--- src/rtl/position_tracker.sv ---
// Centroid tracker: acquire/track/lost FSM with outlier rejection, shift-based EMA
// smoothing, and a red box marker drawn on the pixel stream with one cycle of latency.
module position_tracker #(
  parameter int INPUT_WIDTH = 11,
  parameter int COLOR_WIDTH = 10,
  parameter int FRAME_X_MAX = 640,
  parameter int FRAME_Y_MAX = 480,
  parameter int ALPHA_SHIFT = 2,
  parameter int ACQ_FRAMES  = 3,
  parameter int LOST_FRAMES = 8,
  parameter int JUMP_LIMIT  = 64,
  parameter int BOX_HALF    = 8
) (
  input  logic                   clk,
  input  logic                   aresetn,
  input  logic                   enable,
  input  logic [INPUT_WIDTH-1:0] x_position,
  input  logic [INPUT_WIDTH-1:0] y_position,
  input  logic                   valid_position,
  input  logic [INPUT_WIDTH-1:0] vga_x,
  input  logic [INPUT_WIDTH-1:0] vga_y,
  input  logic [COLOR_WIDTH-1:0] pixel_r_in,
  input  logic [COLOR_WIDTH-1:0] pixel_g_in,
  input  logic [COLOR_WIDTH-1:0] pixel_b_in,
  output logic [COLOR_WIDTH-1:0] pixel_r_out,
  output logic [COLOR_WIDTH-1:0] pixel_g_out,
  output logic [COLOR_WIDTH-1:0] pixel_b_out,
  output logic [INPUT_WIDTH-1:0] track_x,
  output logic [INPUT_WIDTH-1:0] track_y,
  output logic                   tracking,
  output logic                   track_update
);

  localparam int DW = INPUT_WIDTH + 1;
  localparam int HW = $clog2(ACQ_FRAMES + 1);
  localparam int MW = $clog2(LOST_FRAMES + 1);

  localparam logic [INPUT_WIDTH-1:0] X_MAX = INPUT_WIDTH'(FRAME_X_MAX);
  localparam logic [INPUT_WIDTH-1:0] Y_MAX = INPUT_WIDTH'(FRAME_Y_MAX);
  localparam logic [DW-1:0]          JUMP  = DW'(JUMP_LIMIT);
  localparam logic [DW-1:0]          BOX   = DW'(BOX_HALF);
  localparam logic [HW-1:0]          ACQ   = HW'(ACQ_FRAMES);
  localparam logic [MW-1:0]          LOST  = MW'(LOST_FRAMES);

  typedef enum logic [1:0] {IDLE, ACQUIRE, TRACK} state_t;

  state_t          state;
  logic [HW-1:0]   hit_cnt;
  logic [MW-1:0]   miss_cnt;

  // Magnitude of a signed (DW-bit) difference of two unsigned coordinates.
  function automatic logic [DW-1:0] abs_diff(input logic [INPUT_WIDTH-1:0] a,
                                             input logic [INPUT_WIDTH-1:0] b);
    logic [DW-1:0] d;
    d = {1'b0, a} - {1'b0, b};
    return d[DW-1] ? (~d + 1'b1) : d;
  endfunction

  // filt + floor((meas - filt) / 2^ALPHA_SHIFT); always lands between filt and meas.
  function automatic logic [INPUT_WIDTH-1:0] ema(input logic [INPUT_WIDTH-1:0] filt,
                                                 input logic [INPUT_WIDTH-1:0] meas);
    logic signed [DW-1:0] d;
    logic signed [DW-1:0] s;
    d = $signed({1'b0, meas}) - $signed({1'b0, filt});
    s = $signed({1'b0, filt}) + (d >>> ALPHA_SHIFT);
    return s[INPUT_WIDTH-1:0];
  endfunction

  logic in_range, outlier, good;
  assign in_range = (x_position < X_MAX) && (y_position < Y_MAX);
  assign outlier  = (abs_diff(x_position, track_x) > JUMP) ||
                    (abs_diff(y_position, track_y) > JUMP);
  assign good     = in_range && ((state == IDLE) || !outlier);

  // NOTE: all state below uses non-blocking assignments so every register samples
  // the pre-edge values of its neighbours, independent of statement order.
  always_ff @(posedge clk or negedge aresetn) begin
    if (!aresetn) begin
      state        <= IDLE;
      hit_cnt      <= '0;
      miss_cnt     <= '0;
      track_x      <= '0;
      track_y      <= '0;
      tracking     <= 1'b0;
      track_update <= 1'b0;
    end else if (!enable) begin
      state        <= IDLE;
      hit_cnt      <= '0;
      miss_cnt     <= '0;
      track_x      <= '0;
      track_y      <= '0;
      tracking     <= 1'b0;
      track_update <= 1'b0;
    end else begin
      track_update <= 1'b0;
      if (valid_position) begin
        unique case (state)
          IDLE: if (good) begin
            track_x      <= x_position;
            track_y      <= y_position;
            hit_cnt      <= HW'(1);
            state        <= ACQUIRE;
            track_update <= 1'b1;
          end
          ACQUIRE: if (good) begin
            track_x      <= ema(track_x, x_position);
            track_y      <= ema(track_y, y_position);
            hit_cnt      <= hit_cnt + 1'b1;
            track_update <= 1'b1;
            if (hit_cnt + 1'b1 == ACQ) begin
              state    <= TRACK;
              tracking <= 1'b1;
              miss_cnt <= '0;
            end
          end else begin
            state   <= IDLE;
            hit_cnt <= '0;
          end
          TRACK: if (good) begin
            track_x      <= ema(track_x, x_position);
            track_y      <= ema(track_y, y_position);
            miss_cnt     <= '0;
            track_update <= 1'b1;
          end else begin
            miss_cnt <= miss_cnt + 1'b1;
            if (miss_cnt + 1'b1 == LOST) begin
              state    <= IDLE;
              tracking <= 1'b0;
              hit_cnt  <= '0;
            end
          end
          default: state <= IDLE;
        endcase
      end
    end
  end

  // Signed distances make a partly off-screen box clip rather than wrap.
  logic [DW-1:0] adx, ady;
  logic          on_box, marker;
  assign adx    = abs_diff(vga_x, track_x);
  assign ady    = abs_diff(vga_y, track_y);
  assign on_box = ((adx == BOX) && (ady <= BOX)) || ((ady == BOX) && (adx <= BOX));
  assign marker = enable && tracking && on_box;

  always_ff @(posedge clk or negedge aresetn) begin
    if (!aresetn) begin
      pixel_r_out <= '0;
      pixel_g_out <= '0;
      pixel_b_out <= '0;
    end else begin
      pixel_r_out <= marker ? '1 : pixel_r_in;
      pixel_g_out <= marker ? '0 : pixel_g_in;
      pixel_b_out <= marker ? '0 : pixel_b_in;
    end
  end

endmodule

--- config.mk ---
export PLATFORM = sky130hd
export DESIGN_NAME = position_tracker
export DESIGN_NICKNAME = d
export VERILOG_FILES = /design/src/rtl/position_tracker.sv
export SDC_FILE = /design/constraint.sdc
export NUM_CORES = 1
export LEC_CHECK = 0
export ABC_AREA = 0
export CORE_MARGIN = 4
export CORE_UTILIZATION = 50
export CTS_CLUSTER_SIZE = 40
export DETAILED_ROUTE_END_ITERATION = 16
export GPL_TIMING_DRIVEN = 0
export PLACE_DENSITY = 0.77
export SKIP_CTS_REPAIR_TIMING = 1
export SLEW_MARGIN = 20
export SYNTH_ARGS = -nofsm -noshare
export SYNTH_HDL_FRONTEND = slang
export SYNTH_SLANG_ARGS = --single-unit
--- constraint.sdc ---
create_clock -name clk -period 11.23 [get_ports clk]
set_clock_uncertainty 0.05 [all_clocks]
set_input_delay 2.246 -clock clk [delete_from_list [all_inputs] [get_ports clk]]
set_output_delay 2.246 -clock clk [all_outputs]
set_load 0.02 [all_outputs]
## Word level (Yosys, flattened, before mapping)

Cells that the tools add are included.

- Register bits after elaboration: 62
- Input port bits: 78
- Output and inout port bits: 54
- Logic and storage cells: 115

- $add $sub $neg: 14
- $lt $le $gt $ge: 6
- Eq/ne operators: 17
- Mux-type cells: 46
- Bitwise gates (word level): 4
- Reductions and logical operators: 18

Operator list:

| kind | count |
|---|---|
| 11-bit 2-to-1 mux | 8 |
| 11-bit by 11-bit subtractor with 12-bit output | 6 |
| 12-bit by 1-bit adder with 12-bit output (second input constant) | 4 |
| 12-bit 2-to-1 mux | 4 |
| 12-bit NOT | 4 |
| 11-bit one-hot mux with 2 select lines | 2 |
| 10-bit 2-to-1 mux | 3 |
| 12-bit by 4-bit == test with 1-bit output (second input constant) | 2 |
| 12-bit by 7-bit greater-than comparator with 1-bit output (second input constant) | 2 |
| 12-bit by 4-bit <= comparator with 1-bit output (second input constant) | 2 |
| 11-bit by 10-bit adder with 11-bit output | 2 |
| 2-bit 2-to-1 mux | 10 |
| 4-bit 2-to-1 mux | 5 |
| 3-bit inequality test (second input constant) | 5 |
| 2-bit one-hot mux with 3 select lines | 2 |
| 11-bit by 10-bit < comparator with 1-bit output (second input constant) | 1 |
| 11-bit by 9-bit < comparator with 1-bit output (second input constant) | 1 |
| 1-bit 2-to-1 mux | 10 |
| 5-bit AND reduction | 2 |
| 4-bit one-hot mux with 2 select lines | 1 |
| 4-bit AND reduction | 2 |
| 1-bit logical AND | 6 |
| 3-bit by 2-bit inequality test with 1-bit output (second input constant) | 2 |
| 6-bit AND reduction | 1 |
| other kinds (15) | 18 |

## Longest topological paths before layout

- Depth in word-level cells: 13
- Mapped depth: 19
- Mapped depth without buffers: 19

## Least setup slack after synthesis

No wires, ideal clock.

- Path type: input to register
- Start point: in x_position[0]
- End point: reg miss_cnt[0]
- Library setup time: 0.120 ns
- Data arrival time: 5.886 ns
- Data required time: 11.060 ns
- Setup slack: 5.175 ns
- Stages: 16
- Path buffers: 1
- Cells stage by stage: inv_1 -> ha_1 -> inv_1 -> fa_1 -> a211oi_4 -> o21bai_2 -> a2111oi_2 -> xor2_1 -> a2111oi_0 -> a211oi_1 -> or4_4 -> or3_4 -> and2_4 -> buf_6 -> a21o_4 -> a31o_1

- Cells in the longest elaborated chain, start to end: 13
- Elaborated cells on any way between the ends: 17
- Those cells by class: 2 x add/sub; 2 x order compare; 1 x eq/ne; 5 x mux; 1 x bitwise; 6 x reduce/logical

RTL lines:

| what | line | text |
|---|---|---|
| from (decl) | 17 | `input logic [INPUT_WIDTH-1:0] x_position,` |
| 11-bit by 11-bit subtractor with 12-bit output | 55 | `d = {1'b0, a} - {1'b0, b};` |
| 12-bit NOT | 56 | `return d[DW-1] ? (~d + 1'b1) : d;` |
| 12-bit by 1-bit adder with 12-bit output | 56 |  |
| 12-bit 2-to-1 mux | 56 |  |
| 12-bit by 7-bit greater-than comparator with 1-bit output | 71 | `assign outlier = (abs_diff(x_position, track_x) > JUMP) \|\|` |
| 1-bit logical OR | 71 |  |
| 1-bit logical NOT | 73 | `assign good = in_range && ((state == IDLE) \|\| !outlier);` |
| 1-bit logical OR | 73 |  |
| 1-bit logical AND (*) | 73 |  |
| 4-bit 2-to-1 mux | 119 | `TRACK: if (good) begin` |
| 4-bit one-hot mux with 2 select lines | 97 | `unique case (state)` |
| 4-bit 2-to-1 mux | 96 | `if (valid_position) begin` |
| 4-bit 2-to-1 mux | 86 | `end else if (!enable) begin` |
| to (signal assigned) | 125 | `miss_cnt <= miss_cnt + 1'b1;` |
| to (decl) | 49 | `logic [MW-1:0] miss_cnt;` |

Mark *: on every way between the ends. The rest lies on a longest branch, timed or not. The select of a mux whose other input is x is not followed.
A chain may end at the register's enable or synchronous reset.

## Worst setup path after layout

- Start point: in x_position[0]
- End point: reg track_y[4]

- Cells in the longest elaborated chain, start to end: 11
- Elaborated cells on any way between the ends: 14
- Those cells by class: 2 x add/sub; 2 x order compare; 2 x eq/ne; 1 x mux; 1 x bitwise; 6 x reduce/logical

RTL lines:

| what | line | text |
|---|---|---|
| 11-bit by 11-bit subtractor with 12-bit output | 55 |  |
| 12-bit NOT | 56 |  |
| 12-bit by 1-bit adder with 12-bit output | 56 |  |
| 12-bit 2-to-1 mux | 56 |  |
| 12-bit by 7-bit greater-than comparator with 1-bit output | 71 |  |
| 1-bit logical OR | 71 |  |
| 1-bit logical NOT | 73 |  |
| 1-bit logical OR | 73 |  |
| 1-bit logical AND (*) | 73 |  |
| 3-bit inequality test (no source line) / 3-bit by 2-bit inequality test with 1-bit output (equally long branches) | - |  |
| 4-bit AND reduction (no source line) (*) | - |  |
| to (signal assigned) | 100 | `track_y <= y_position;` |
| to (signal assigned) | 107 | `track_y <= ema(track_y, y_position);` |
| to (signal assigned) | 121 | `track_y <= ema(track_y, y_position);` |
| to (decl) | 29 | `output logic [INPUT_WIDTH-1:0] track_y,` |

Mark *: on every way between the ends. The rest lies on a longest branch, timed or not.

==> metrics.yaml <==
status: "completed"
synth_top_area_frac: 0.220
grt_pass1_vias: 6538
finalCritPeriodShare: 0.604
min_from: "hit_cnt[1]$_DFFE_PN0P_"
min_period_ns: 6.78
die_w_um: 127
syn_inst: 844
critPathKind: "in2reg"
synthFlopType: "dfrtp_1"
io-pin-count: 132
ys_types: 89
avgViaCountPerCell: 5.89
drv_cap: 0
start_kind: "input pin"
htree_levels: 3
die_area_um2: 16000
hold_class: "reg2reg"
crit_arrival_ns: 6.96
yosys-top-cells-area: "dfrtp_1, ha_1, xnor2_1, mux2i_1, inv_1"
async_flop_share: 1.00
r2r-start: "track_y[0]$_DFFE_PN0P_"
antenna_found_initial: 0
maxSlewHeadroom: 0.381
grt_usage: 0.248
core_um2: 13800
setup_tns_ns: 0
cts_tree: "built"
antennaDiodeCount: 0
overflow: 0
final_max_slew_viol_count: 0
clk_latency_ns: 0.34
ys_seq_area_frac: 0.220
worst_pin_slew_ns: 0.920
nets: 1142
max-vdd-ir-drop_mv: 0.0735
wl_per_cell_um: 17.2
powerDensity_nw_per_um2: 94.3
finalNonFillerCells: 1171
cts_inserted_buffers: 9
rows: 43
synth.most_common_cell: "ha_1"
grt_setup_unrepaired: "false"
portBuffers: 130
root_buffer: "clkbuf_16"
synth_warnings: 0
gp_congestion: 0.874
drive_above_1_share: 0.0575
fmax_ghz: 0.147
worstPathMaxFanout: 10
setup_viol: 0
register_area_um2: 1550
avgSynthCellArea_um2: 8.34
clock_sinks: 62
area_growth_syn_to_layout_pct: 26.4
critPathLaunch: "x_position[0]"
r2r_slack_ns: 6.39
firstDrtPassIters: 5
dp_cells: 1155
ant_nets: 0
drt_iter0_drc: 455
hold_viol: 0
final_core_util: 0.643
clkTransAtPathRegs_ns: 0.06
clockBufferDepth: 2
leakagePower_nw: 3.70
placed_area_um2: 8590
synth_top_cells_by_count: "ha_1, dfrtp_1, inv_1, nor2_1, nand2_1"
syn_nets: 1000
start_util: 0.509
hold_ws_ns: 0.521
synth.largest_area_cell: "dfrtp_1"
design_area_um2: 8900
die_y_um: 127
vias: 6903
end_kind: "flip-flop"
grt_max_degree: 49
synthesis.area_um2: 7040
fill_cells: 1209
hpwl_um: 15800
synth-seq-cells: 62
multi_input_area_um2: 5110
drc: 0
synth-edff-count: 0
grt_pass1_wl_um: 32700
wirelength_um: 20100
worstPathRequired_ns: 11.41
==> kinds of logic (layout without fill, tap and decap cells) <==
logic type	Yosys count	count (layout)	synth area share
AOI/OAI and AO/OA	271	271	0.280
xor gates and xnor gates	47	47	0.0617
adders and majority gates	81	81	0.149
buffers and inverters	96	243	0.0540
DFF	62	62	0.220
muxes	23	23	0.0327
and+or+nand+nor	264	264	0.202
==> flip-flops by register name (all words and copies together) (netlist names) <==
signal and count:
pixel_r_out 10, track_y 11, tracking 1, pixel_b_out 10, track_x 11, track_update 1, miss_cnt 4, state 2
hit_cnt 2, pixel_g_out 10
==> per-layer routing <==
| layer | track usage | up-vias | wire length, µm |
|---|---|---|---|
| met4 | 0.0921 | 0 | 572 |
| met5 | 0 | - | 0 |
| met1 | 0.328 | 3184 | 8700 |
| met2 | 0.408 | 238 | 9560 |
| met3 | 0.0400 | 48 | 1250 |
| li1 | - | 3433 | - |
==> path summary, 6_finish.rpt <==
path,to,cells after the start
worst max-delay path,track_y[4]$_DFFE_PN0P_,18
worst min-delay path,hit_cnt[1]$_DFFE_PN0P_,2
worst max register to register,pixel_g_out[9]$_DFF_PN0_,15
worst min register to register,hit_cnt[1]$_DFFE_PN0P_,2
max in group asynchronous,pixel_g_out[4]$_DFF_PN0_,2
min in group asynchronous,track_x[2]$_DFFE_PN0P_,1
==> worst max-delay path, stage by stage <==
cell             delay [ns]
clkdlybuf4s50_1        0.43
inv_1                  0.11
ha_1                   0.19
inv_1                  0.06
fa_1                   0.46
a211oi_4               0.35
o21bai_2               0.14
a2111oi_2              0.33
xor2_1                 0.29
inv_1                  0.19
a21oi_2                0.17
o2111ai_1              0.13
or4_4                  0.46
nor4_1                 0.30
o21bai_1               0.25
buf_2                  0.41
o311ai_0               0.24
o211a_1                0.17
==> final cells by class <==
| type | count | share of cell area |
|---|---|---|
| Buffer | 34 | 0.0166 |
| Clock buffer | 9 | 0.0253 |
| Clock inverter | 7 | 0.00900 |
| Inverter | 62 | 0.0262 |
| Multi-Input combinational cell | 686 | 0.574 |
| Sequential cell | 62 | 0.174 |
| Tap cell | 180 | 0.0253 |
| Timing Repair Buffer | 131 | 0.149 |
==> cells in the final DEF (no fill, tap or decap), types with 25 or more instances in the layout <==
master and instances:
clkdlybuf4s50_1 129, ha_1 72, dfrtp_1 62, inv_1 61
nor2_1 60, nand2_1 54, a21oi_1 45, o21ai_0 33
xnor2_1 33, a21boi_0 25
==> power breakdown <==
part,switching [W],internal [W],total [W]
registers,0.00000471,0.000231,0.000236
logic,0.000173,0.000139,0.000312
clock network,0.000116,0.000175,0.000291
total,0.000294,0.000545,0.000839
==> stage by stage <==
stage                     power [W]  worst slack (ns)
after floorplan            0.000448              5.17
after global placement     0.000541              4.24
after detailed placement   0.000547              4.14
after CTS                  0.000841              4.49
after global routing       0.000887              4.16
final                      0.000839              4.45
Power figures use the tool's default switching activity.
